### config.mk
export PLATFORM = sky130hd
export DESIGN_NAME = uart_tx_ctrl_flat
export DESIGN_NICKNAME = d
export VERILOG_FILES = /design/src/rtl/uart_pkg.sv /design/src/rtl/uart_tx_ctrl_if.sv /design/src/rtl/uart_baud_gen.sv /design/src/rtl/uart_tx_ctrl.sv /design/src/flat_wrapper.sv
export SDC_FILE = /design/constraint.sdc
export NUM_CORES = 1
export LEC_CHECK = 0
export CAP_MARGIN = 20
export CORE_MARGIN = 3
export CORE_UTILIZATION = 45
export DETAILED_ROUTE_END_ITERATION = 16
export PLACE_DENSITY = 0.73
export SLEW_MARGIN = 20
export SYNTH_ARGS = -nofsm -noshare
export SYNTH_HDL_FRONTEND = slang
export SYNTH_HIERARCHICAL = 1
export SYNTH_SLANG_ARGS = --single-unit
### constraint.sdc
create_clock -name clk -period 3.8 [get_ports clk]
set_input_delay 0.38 -clock clk [delete_from_list [all_inputs] [get_ports clk]]
set_output_delay 0.38 -clock clk [all_outputs]
set_load 0.03 [all_outputs]
### src/rtl/uart_pkg.sv
// Shared types and constants for the UART transmit and receive blocks.
package uart_pkg;

    localparam int UART_DATA_W = 8;
    localparam int UART_DIV_W  = 16;

    typedef enum logic [2:0] {
        IDLE,
        START,
        DATA,
        PARITY,
        STOP
    } tx_state_e;

    typedef struct packed {
        logic [UART_DIV_W-1:0] div;
        logic                  parity_en;
        logic                  parity_odd;
        logic                  stop2;
    } frame_cfg_t;

endpackage

### src/rtl/uart_tx_ctrl_if.sv
// FIFO-to-transmitter handshake: the FIFO presents a byte, the transmitter paces pops with tx_busy.
interface uart_tx_ctrl_if
    import uart_pkg::*;
#(
    parameter int DATA_WIDTH = UART_DATA_W
) ();

    logic [DATA_WIDTH-1:0] fifo_data;
    logic                  fifo_valid;
    logic                  tx_busy;

    modport master (
        output fifo_data,
        output fifo_valid,
        input  tx_busy
    );

    modport slave (
        input  fifo_data,
        input  fifo_valid,
        output tx_busy
    );

endinterface

### src/rtl/uart_baud_gen.sv
// Loadable down-counter marking the last cycle of each bit period (period = div + 1 cycles).
module uart_baud_gen
    import uart_pkg::*;
#(
    parameter int DIV_W = UART_DIV_W
) (
    input  logic             clk,
    input  logic             rst_n,
    input  logic             load,
    input  logic [DIV_W-1:0] div,
    output logic             bit_end
);

    logic [DIV_W-1:0] count;

    // Holds at zero once expired so an unreloaded counter never wraps.
    always_ff @(posedge clk or negedge rst_n) begin
        if (!rst_n) begin
            count <= '0;
        end else if (load) begin
            count <= div;
        end else if (count != '0) begin
            count <= count - 1'b1;
        end
    end

    assign bit_end = (count == '0);

endmodule

### src/rtl/uart_tx_ctrl.sv
// UART transmitter: pops bytes from the TX FIFO and serialises start, data, optional parity and stop bits.
module uart_tx_ctrl
    import uart_pkg::*;
#(
    parameter int DATA_WIDTH = UART_DATA_W,
    parameter int DIV_W      = UART_DIV_W
) (
    input  logic             clk,
    input  logic             rst_n,
    uart_tx_ctrl_if.slave    fifo_if,
    input  logic             tx_en,
    input  logic [DIV_W-1:0] baud_div,
    input  logic             parity_en,
    input  logic             parity_odd,
    input  logic             stop2,
    output logic             tx,
    output logic             tx_done
);

    localparam int IDX_W = (DATA_WIDTH > 1) ? $clog2(DATA_WIDTH) : 1;
    localparam logic [IDX_W-1:0] LAST_IDX = IDX_W'(DATA_WIDTH - 1);

    tx_state_e             state;
    tx_state_e             next_state;
    logic [DATA_WIDTH-1:0] shift_q;
    logic [DATA_WIDTH-1:0] shift_d;
    logic [IDX_W-1:0]      bit_idx_q;
    logic [IDX_W-1:0]      bit_idx_d;
    logic                  parity_q;
    logic                  parity_d;
    logic                  stop_cnt_q;
    logic                  stop_cnt_d;
    frame_cfg_t            cfg_q;
    frame_cfg_t            cfg_d;
    logic                  pop;
    logic                  bit_end;
    logic                  baud_load;
    logic [DIV_W-1:0]      load_div;
    logic                  tx_d;
    logic                  tx_done_d;
    logic                  busy;

    assign pop = (state == IDLE) && tx_en && fifo_if.fifo_valid;

    // The pop edge loads the live divisor because the latched copy only lands on that same edge.
    assign baud_load = pop || ((state != IDLE) && bit_end);
    assign load_div  = pop ? baud_div : cfg_q.div;

    uart_baud_gen #(
        .DIV_W(DIV_W)
    ) u_baud_gen (
        .clk    (clk),
        .rst_n  (rst_n),
        .load   (baud_load),
        .div    (load_div),
        .bit_end(bit_end)
    );

    always_ff @(posedge clk or negedge rst_n) begin
        if (!rst_n) begin
            state <= IDLE;
        end else begin
            state <= next_state;
        end
    end

    always_comb begin
        next_state = state;
        case (state)
            IDLE: begin
                if (pop) next_state = START;
            end
            START: begin
                if (bit_end) next_state = DATA;
            end
            DATA: begin
                if (bit_end && (bit_idx_q == LAST_IDX)) begin
                    next_state = cfg_q.parity_en ? PARITY : STOP;
                end
            end
            PARITY: begin
                if (bit_end) next_state = STOP;
            end
            STOP: begin
                if (bit_end && (stop_cnt_q || !cfg_q.stop2)) next_state = IDLE;
            end
            default: next_state = IDLE;
        endcase
    end

    always_comb begin
        shift_d    = shift_q;
        bit_idx_d  = bit_idx_q;
        parity_d   = parity_q;
        stop_cnt_d = stop_cnt_q;
        cfg_d      = cfg_q;
        if (pop) begin
            shift_d    = fifo_if.fifo_data;
            bit_idx_d  = '0;
            parity_d   = 1'b0;
            stop_cnt_d = 1'b0;
            cfg_d      = '{div: baud_div, parity_en: parity_en, parity_odd: parity_odd, stop2: stop2};
        end else if ((state == DATA) && bit_end) begin
            shift_d   = {1'b0, shift_q[DATA_WIDTH-1:1]};
            parity_d  = parity_q ^ shift_q[0];
            bit_idx_d = bit_idx_q + 1'b1;
        end else if ((state == STOP) && bit_end) begin
            stop_cnt_d = 1'b1;
        end
    end

    // tx is registered, so its next value follows the state and shift contents being entered.
    always_comb begin
        busy      = !((state == IDLE) && tx_en);
        tx_done_d = (state == STOP) && (next_state == IDLE);
        tx_d      = 1'b1;
        case (next_state)
            START:   tx_d = 1'b0;
            DATA:    tx_d = shift_d[0];
            PARITY:  tx_d = parity_d ^ cfg_q.parity_odd;
            default: tx_d = 1'b1;
        endcase
    end

    assign fifo_if.tx_busy = busy;

    always_ff @(posedge clk or negedge rst_n) begin
        if (!rst_n) begin
            shift_q    <= '0;
            bit_idx_q  <= '0;
            parity_q   <= 1'b0;
            stop_cnt_q <= 1'b0;
            cfg_q      <= '0;
            tx         <= 1'b1;
            tx_done    <= 1'b0;
        end else begin
            shift_q    <= shift_d;
            bit_idx_q  <= bit_idx_d;
            parity_q   <= parity_d;
            stop_cnt_q <= stop_cnt_d;
            cfg_q      <= cfg_d;
            tx         <= tx_d;
            tx_done    <= tx_done_d;
        end
    end

endmodule

### src/flat_wrapper.sv
// flat-port wrapper written by rule: the top's interface ports become plain ports
module uart_tx_ctrl_flat import uart_pkg::*;
#(
    parameter int DATA_WIDTH = UART_DATA_W,
    parameter int DIV_W      = UART_DIV_W
)
  (clk, rst_n, tx_en, baud_div, parity_en, parity_odd, stop2, tx, tx_done, fifo_if_fifo_data, fifo_if_fifo_valid, fifo_if_tx_busy);
  uart_tx_ctrl_if #(.DATA_WIDTH(DATA_WIDTH)) fifo_if_i ();
  input  logic clk;
  input  logic rst_n;
  input  logic tx_en;
  input  logic [DIV_W-1:0] baud_div;
  input  logic parity_en;
  input  logic parity_odd;
  input  logic stop2;
  output logic tx;
  output logic tx_done;
  input wire logic [$bits(fifo_if_i.fifo_data)-1:0] fifo_if_fifo_data;
  input wire logic [$bits(fifo_if_i.fifo_valid)-1:0] fifo_if_fifo_valid;
  output wire logic [$bits(fifo_if_i.tx_busy)-1:0] fifo_if_tx_busy;
  assign fifo_if_i.fifo_data = fifo_if_fifo_data;
  assign fifo_if_i.fifo_valid = fifo_if_fifo_valid;
  assign fifo_if_tx_busy = fifo_if_i.tx_busy;
  uart_tx_ctrl #(.DATA_WIDTH(DATA_WIDTH), .DIV_W(DIV_W)) u_core (.clk(clk), .rst_n(rst_n), .fifo_if(fifo_if_i), .tx_en(tx_en), .baud_div(baud_div), .parity_en(parity_en), .parity_odd(parity_odd), .stop2(stop2), .tx(tx), .tx_done(tx_done));
endmodule
[After elaboration in Yosys (flattened, before gate mapping)]
Index checks and enable logic that the tools add are counted.
Word-level totals
  flip-flop bits (word level): 53
  input bits: 31
  output and inout port bits: 3
  logic and storage cells: 67
Cells by class
  $add $sub $neg: 2
  equal/unequal tests: 9
  muxes and demuxes: 20
  bitwise operators: 2
  reduce and logical (&&, ||, !) cells: 21
Operators by type and width (count)
  16-bit 2-to-1 mux: 3
  3-bit 2-to-1 mux: 8
  16-bit logical NOT: 1
  8-bit 2-to-1 mux: 2
  16-bit nonzero test: 1
  16-bit by 1-bit subtractor with 16-bit output, second input constant: 1
  3-bit case mux with 5 select lines: 1
  3-bit by 2-bit == test with 1-bit output, second input constant: 4
  1-bit logical AND: 8
  3-bit by 1-bit == test with 1-bit output, second input constant: 2
  3-bit == test, second input constant: 2
  3-bit logical NOT: 2
  2-bit nonzero test: 3
  1-bit 2-to-1 mux: 5
  3-bit by 1-bit adder with 3-bit output, second input constant: 1
  1-bit case mux with 3 select lines: 1
  3-bit nonzero test: 1
  1-bit logical NOT: 2
  1-bit logical OR: 2
  2-bit by 1-bit != test with 1-bit output, second input constant: 1
  2-bit AND reduction: 1
  1-bit bitwise XOR: 2

[Logic depth before layout (Yosys ltp)]
  depth after elaboration: 7
  gate-level depth with buffers: 12
  gate-level depth less buffers: 10

[Hierarchy]
The synthesis kept the hierarchy.
Modules (own cells, without submodules)
  uart_tx_ctrl: instances 1, cells each 140, area an instance 1647.8 sq um, seq. area each 927.1 sq um
  uart_baud_gen: instances 1, cells each 104, area an instance 1006.0 sq um, seq. area each 400.4 sq um

[Least setup slack after synthesis]
No wires, ideal clock.
  kind: flip-flop to flip-flop
  from: register u_core.u_baud_gen.count[0]
  to: register u_core.u_baud_gen.count[6]
  library setup time: 142 ps
  data arrival time: 2292 ps
  data required time: 3658 ps
  path slack: 1366 ps
  stages on the path, launching flop included: 11
  buffers on the path: 3
  period minus slack after synthesis: 2434 ps
  path through: dfrtp_1 > inv_1 > ha_1 > nor3b_4 > nand3_2 > nor2_1 > buf_2 > a21o_1 > clkbuf_1 > clkbuf_1 > o221ai_1
Between the ends
  word-level cells in the longest chain between the ends: 4
  elaborated cells on any way between the ends: 8
  those cells by class: 1 x add/sub; 2 x mux; 5 x reduce/logical
RTL lines
  start, declared: line uart_baud_gen.sv:14  | logic [DIV_W-1:0] count;
  start signal, assigned: line uart_baud_gen.sv:21  | count <= div;
  start signal, assigned: line uart_baud_gen.sv:23  | count <= count - 1'b1;
  16-bit logical NOT (*): line uart_baud_gen.sv:27  | assign bit_end = (count == '0);
  net u_core.bit_end: line uart_tx_ctrl.sv:36  | logic bit_end;
  1-bit logical AND (*): line uart_tx_ctrl.sv:46  | assign baud_load = pop || ((state != IDLE) && bit_end);
  1-bit logical OR (*): line uart_tx_ctrl.sv:46
  net u_core.baud_load: line uart_tx_ctrl.sv:37  | logic baud_load;
  16-bit 2-to-1 mux / 2-bit nonzero test (equally long branches)
The timed path passes the listed nets; every way through them passes the cells marked *. The select of a mux whose other input is x is not followed.
A chain may end at the register's enable or synchronous reset.

[Worst setup path in the final report]
  from: register u_core.u_baud_gen.count[0]
  to: register u_core.tx
Between the ends
  elaborated cells on any way between the ends: 18
  those cells by class: 3 x eq/ne; 10 x mux; 1 x bitwise; 4 x reduce/logical
RTL lines
  16-bit logical NOT: line uart_baud_gen.sv:27
  net u_core.bit_end: line uart_tx_ctrl.sv:36
  1-bit logical AND: line uart_tx_ctrl.sv:103  | end else if ((state == DATA) && bit_end) begin
  8-bit 2-to-1 mux: line uart_tx_ctrl.sv:103
  8-bit 2-to-1 mux: line uart_tx_ctrl.sv:97  | if (pop) begin
  net u_core.shift_d[0]: line uart_tx_ctrl.sv:26  | logic [DATA_WIDTH-1:0] shift_d;
  1-bit case mux with 3 select lines: line uart_tx_ctrl.sv:117  | case (next_state)
  net u_core.tx_d: line uart_tx_ctrl.sv:39  | logic tx_d;
  end signal, assigned: line uart_tx_ctrl.sv:142  | tx <= tx_d;
  end, declared: line uart_tx_ctrl.sv:16  | output logic tx,
The timed path passes the listed nets, and every way through them passes these cells. The select of a mux whose other input is x is not followed.

==> flow_summary.toml <==
[finish]
num-nets-final = 310
multiInputGateArea_um2 = 1220
synthToLayoutAreaGrowth_pct = 18.0
final_util_pct = 55.8
seqCellArea_um2 = 1330
diodes = 0
layout-drive-gt1-share_pct = 15.2
n_fill_cell = 506
finalNonFillerCells = 349

[clock_tree]
path_clk_slew_ns = 0.09
hold_buffers = 1
worstSkewPairLatency_ns = 0.30
post_cts_resized = 0
h-tree-depth = 2
clockBufferDepth = 2
cts_tree = "yes"
cts_buffers = 5
cts_setup_buffers = 0
clock_sinks = 53
root_buffer = "clkbuf_8"

[critical_path]
r2r_end = "u_core/tx"
endpoint_kind = "flop"
cp_slowest_stage_delay_ns = 0.50
r2r_start = "u_core/u_baud_gen/count[0]"
worstSetupStartpointType = "flop"
critPathKind = "flop to flop"
crit_fanout = 12
cp_cell_sequence = "inv_1 > ha_1 > nor3b_4 > nand3_2 > nor2_1 > and4bb_4 > a21oi_2 > a221o_1 > nor3_1 > a21oi_1"
crit_arrival_ns = 3.29
rr_worst_depth = 10
critPathRequiredTime_ns = 4.03
cp_slowest_cell = "nor2_1"
r2r_slack_ns = 0.74

[synthesis]
seq_area_frac_synth_pct = 50.0
synth_common_cells = "dfrtp_1 (52), nand2_1 (38), mux2_2 (17)"
synth_nets = 278
synth_flop_cell = "dfrtp_1"
synth_top_cell_by_area = "dfrtp_1"
yosysTopAreaCellShare_pct = 49.0
synth.area.top_cells = "dfrtp_1 (49%), mux2_2 (7.2%), nand2_1 (5.4%)"
syn_area_per_cell_um2 = 10.9
async_flop_share_pct = 100
synth-edff-count = 0
yosys_warnings = 6
synth_cell_type_count = 52
synth-seq-cells = 53
syn_inst = 244
syn_area_um2 = 2650
synth_most_common_cell = "dfrtp_1"

[detailed_routing]
drt-initial-drc-count = 98
viasPerCell = 5.44
drt_pass1_iterations = 4
antenna_left = 0
drt-total-wl_um = 5060
num_vias = 1899
remaining_drc_errors = 0
post_drt_wl_per_cell_um = 14.5

[sta]
fin_worst_skew_ns = 0.0143
finalHoldViolations = 0
fmax_ghz = 0.327
max_slew_margin_pct = 51.4
fin_tns_setup_ns = 0
worstMarginPinSlew_ns = 0.724
slew_violations = 0
setup-violations-final = 0
fin_crit_ns = 3.06
hold-worst-slack_ns = 0.482
grt_setup_unrepaired = "false"
fin_crit_sh_pct = 80.5

[floorplanning]
initial_utilization_pct = 47.3
coreArea_um2 = 5610
ioPinCount = 34
die-area_um2 = 6860
die_width_um = 82.8
rows = 27
die_height_um = 82.8

[worst_hold_path]
hp-class = "input pin to async pin"

[global_route]
grt.total_usage_pct = 16.2
antenna_found_initial = 0
grt_max_degree = 43
gr-total-overflow = 0
grt_pass1_vias = 1878
grt_pass1_wl_um = 8540

[status]
status = "complete, no violations"

[placed_design]
place_inst = 340
hpwl_um = 3640
io_buffers = 33
gp_congestion = 0.818

[flow_run]
cap_violations = 0

[pwr]
p_leak_nw = 1.31
total_power_mw = 1.62
power_density_nw_per_um2 = 516
peakVddDrop_mv = 0.270
kinds of logic after synthesis:
group / count (synthesis) / share of synthesized area (%)
AO/OA/AOI/OAI: 49 / 13.6
XOR/XNOR: 8 / 2.64
adder cells (fa/ha/maj): 3 / 1.41
buffers and inverters: 18 / 3.96
flip-flops: 53 / 50.0
multiplexers: 18 / 7.59
AND/OR/NAND/NOR: 95 / 20.7
report_power, final:
part	switching (mW)	leakage (nW)	total [mW]	internal [mW]
clock network	0.175	0.0552	0.370	0.196
logic	0.181	0.608	0.410	0.229
registers	0.130	0.652	0.837	0.707
registers in the layout, indices dropped and copies added (netlist names):
register and count:
u_core/cfg_q 19, u_core/stop_cnt_q 1, u_core/tx 1, u_core/shift_q 8, u_core/tx_done 1, u_core/parity_q 1, u_core/u_baud_gen/count 16, u_core/state 3
u_core/bit_idx_q 3
cell usage in the layout (no fill, tap or decap), drive strengths merged, types with 2 or more instances in the layout:
cell	count
or3	2
dfrtp	52
o211a	6
a21o	3
o31a	3
nor3	7
o21ai	13
nand4	3
nor2	9
and2	2
nor2b	3
nand4b	3
mux2	17
clkdlybuf4s50	32
inv	5
clkbuf	6
a21oi	8
and3	2
ha	3
nand2	38
a221o	3
nand2b	9
nor4	5
a22oi	6
nand3	4
buf	5
xnor2	8
worst max-delay path, delay by kind of cell, from the launching register on:
kind	cells	cell delay (ns)
fa+ha+maj	1	0.18
flops	1	0.42
buf+inv	1	0.09
simple gates	5	1.77
compound gates	3	0.51
per-stage QoR:
stage / cell area, um^2 / setup slack (ns)
after floorplan: 2650 / 1.37
after global placement: 3010 / 0.893
after detailed placement: 3010 / 0.761
after CTS: 3130 / 0.749
after global routing: 3130 / 0.444
final: 3130 / 0.740
final cells by class:
class	instances	area share, %
inverter	5	0.600
tap	72	2.88
sequential	53	42.4
clock inverter	2	1.12
clock buffer	6	2.32
multi-input combinational	173	39.0
timing repair buffer	38	11.7
per-layer routing:
| layer | vias to the layer above | share of wire (%) | track usage, % |
|---|---|---|---|
| met5 | - | 0 | 0 |
| met4 | 0 | 0.42 | 4.08 |
| met3 | 3 | 4.8 | 3.89 |
| met2 | 39 | 50 | 28.4 |
| met1 | 928 | 45 | 19.9 |
| li1 | 929 | - | - |
worst max-delay path by stage:
stage,cells after the start,startpoint,to
6_report,10,u_core/u_baud_gen/count[0],u_core/tx
5_1_grt,9,u_core/u_baud_gen/count[1],u_core/u_baud_gen/count[4]
4_1_cts,10,u_core/u_baud_gen/count[0],u_core/tx
3_5_place_dp,10,u_core/u_baud_gen/count[0],u_core/tx
3_3_place_gp,10,u_core/u_baud_gen/count[0],u_core/tx
2_1_floorplan,10,u_core/u_baud_gen/count[0],u_core/u_baud_gen/count[6]
Power figures use the tool's default switching activity.
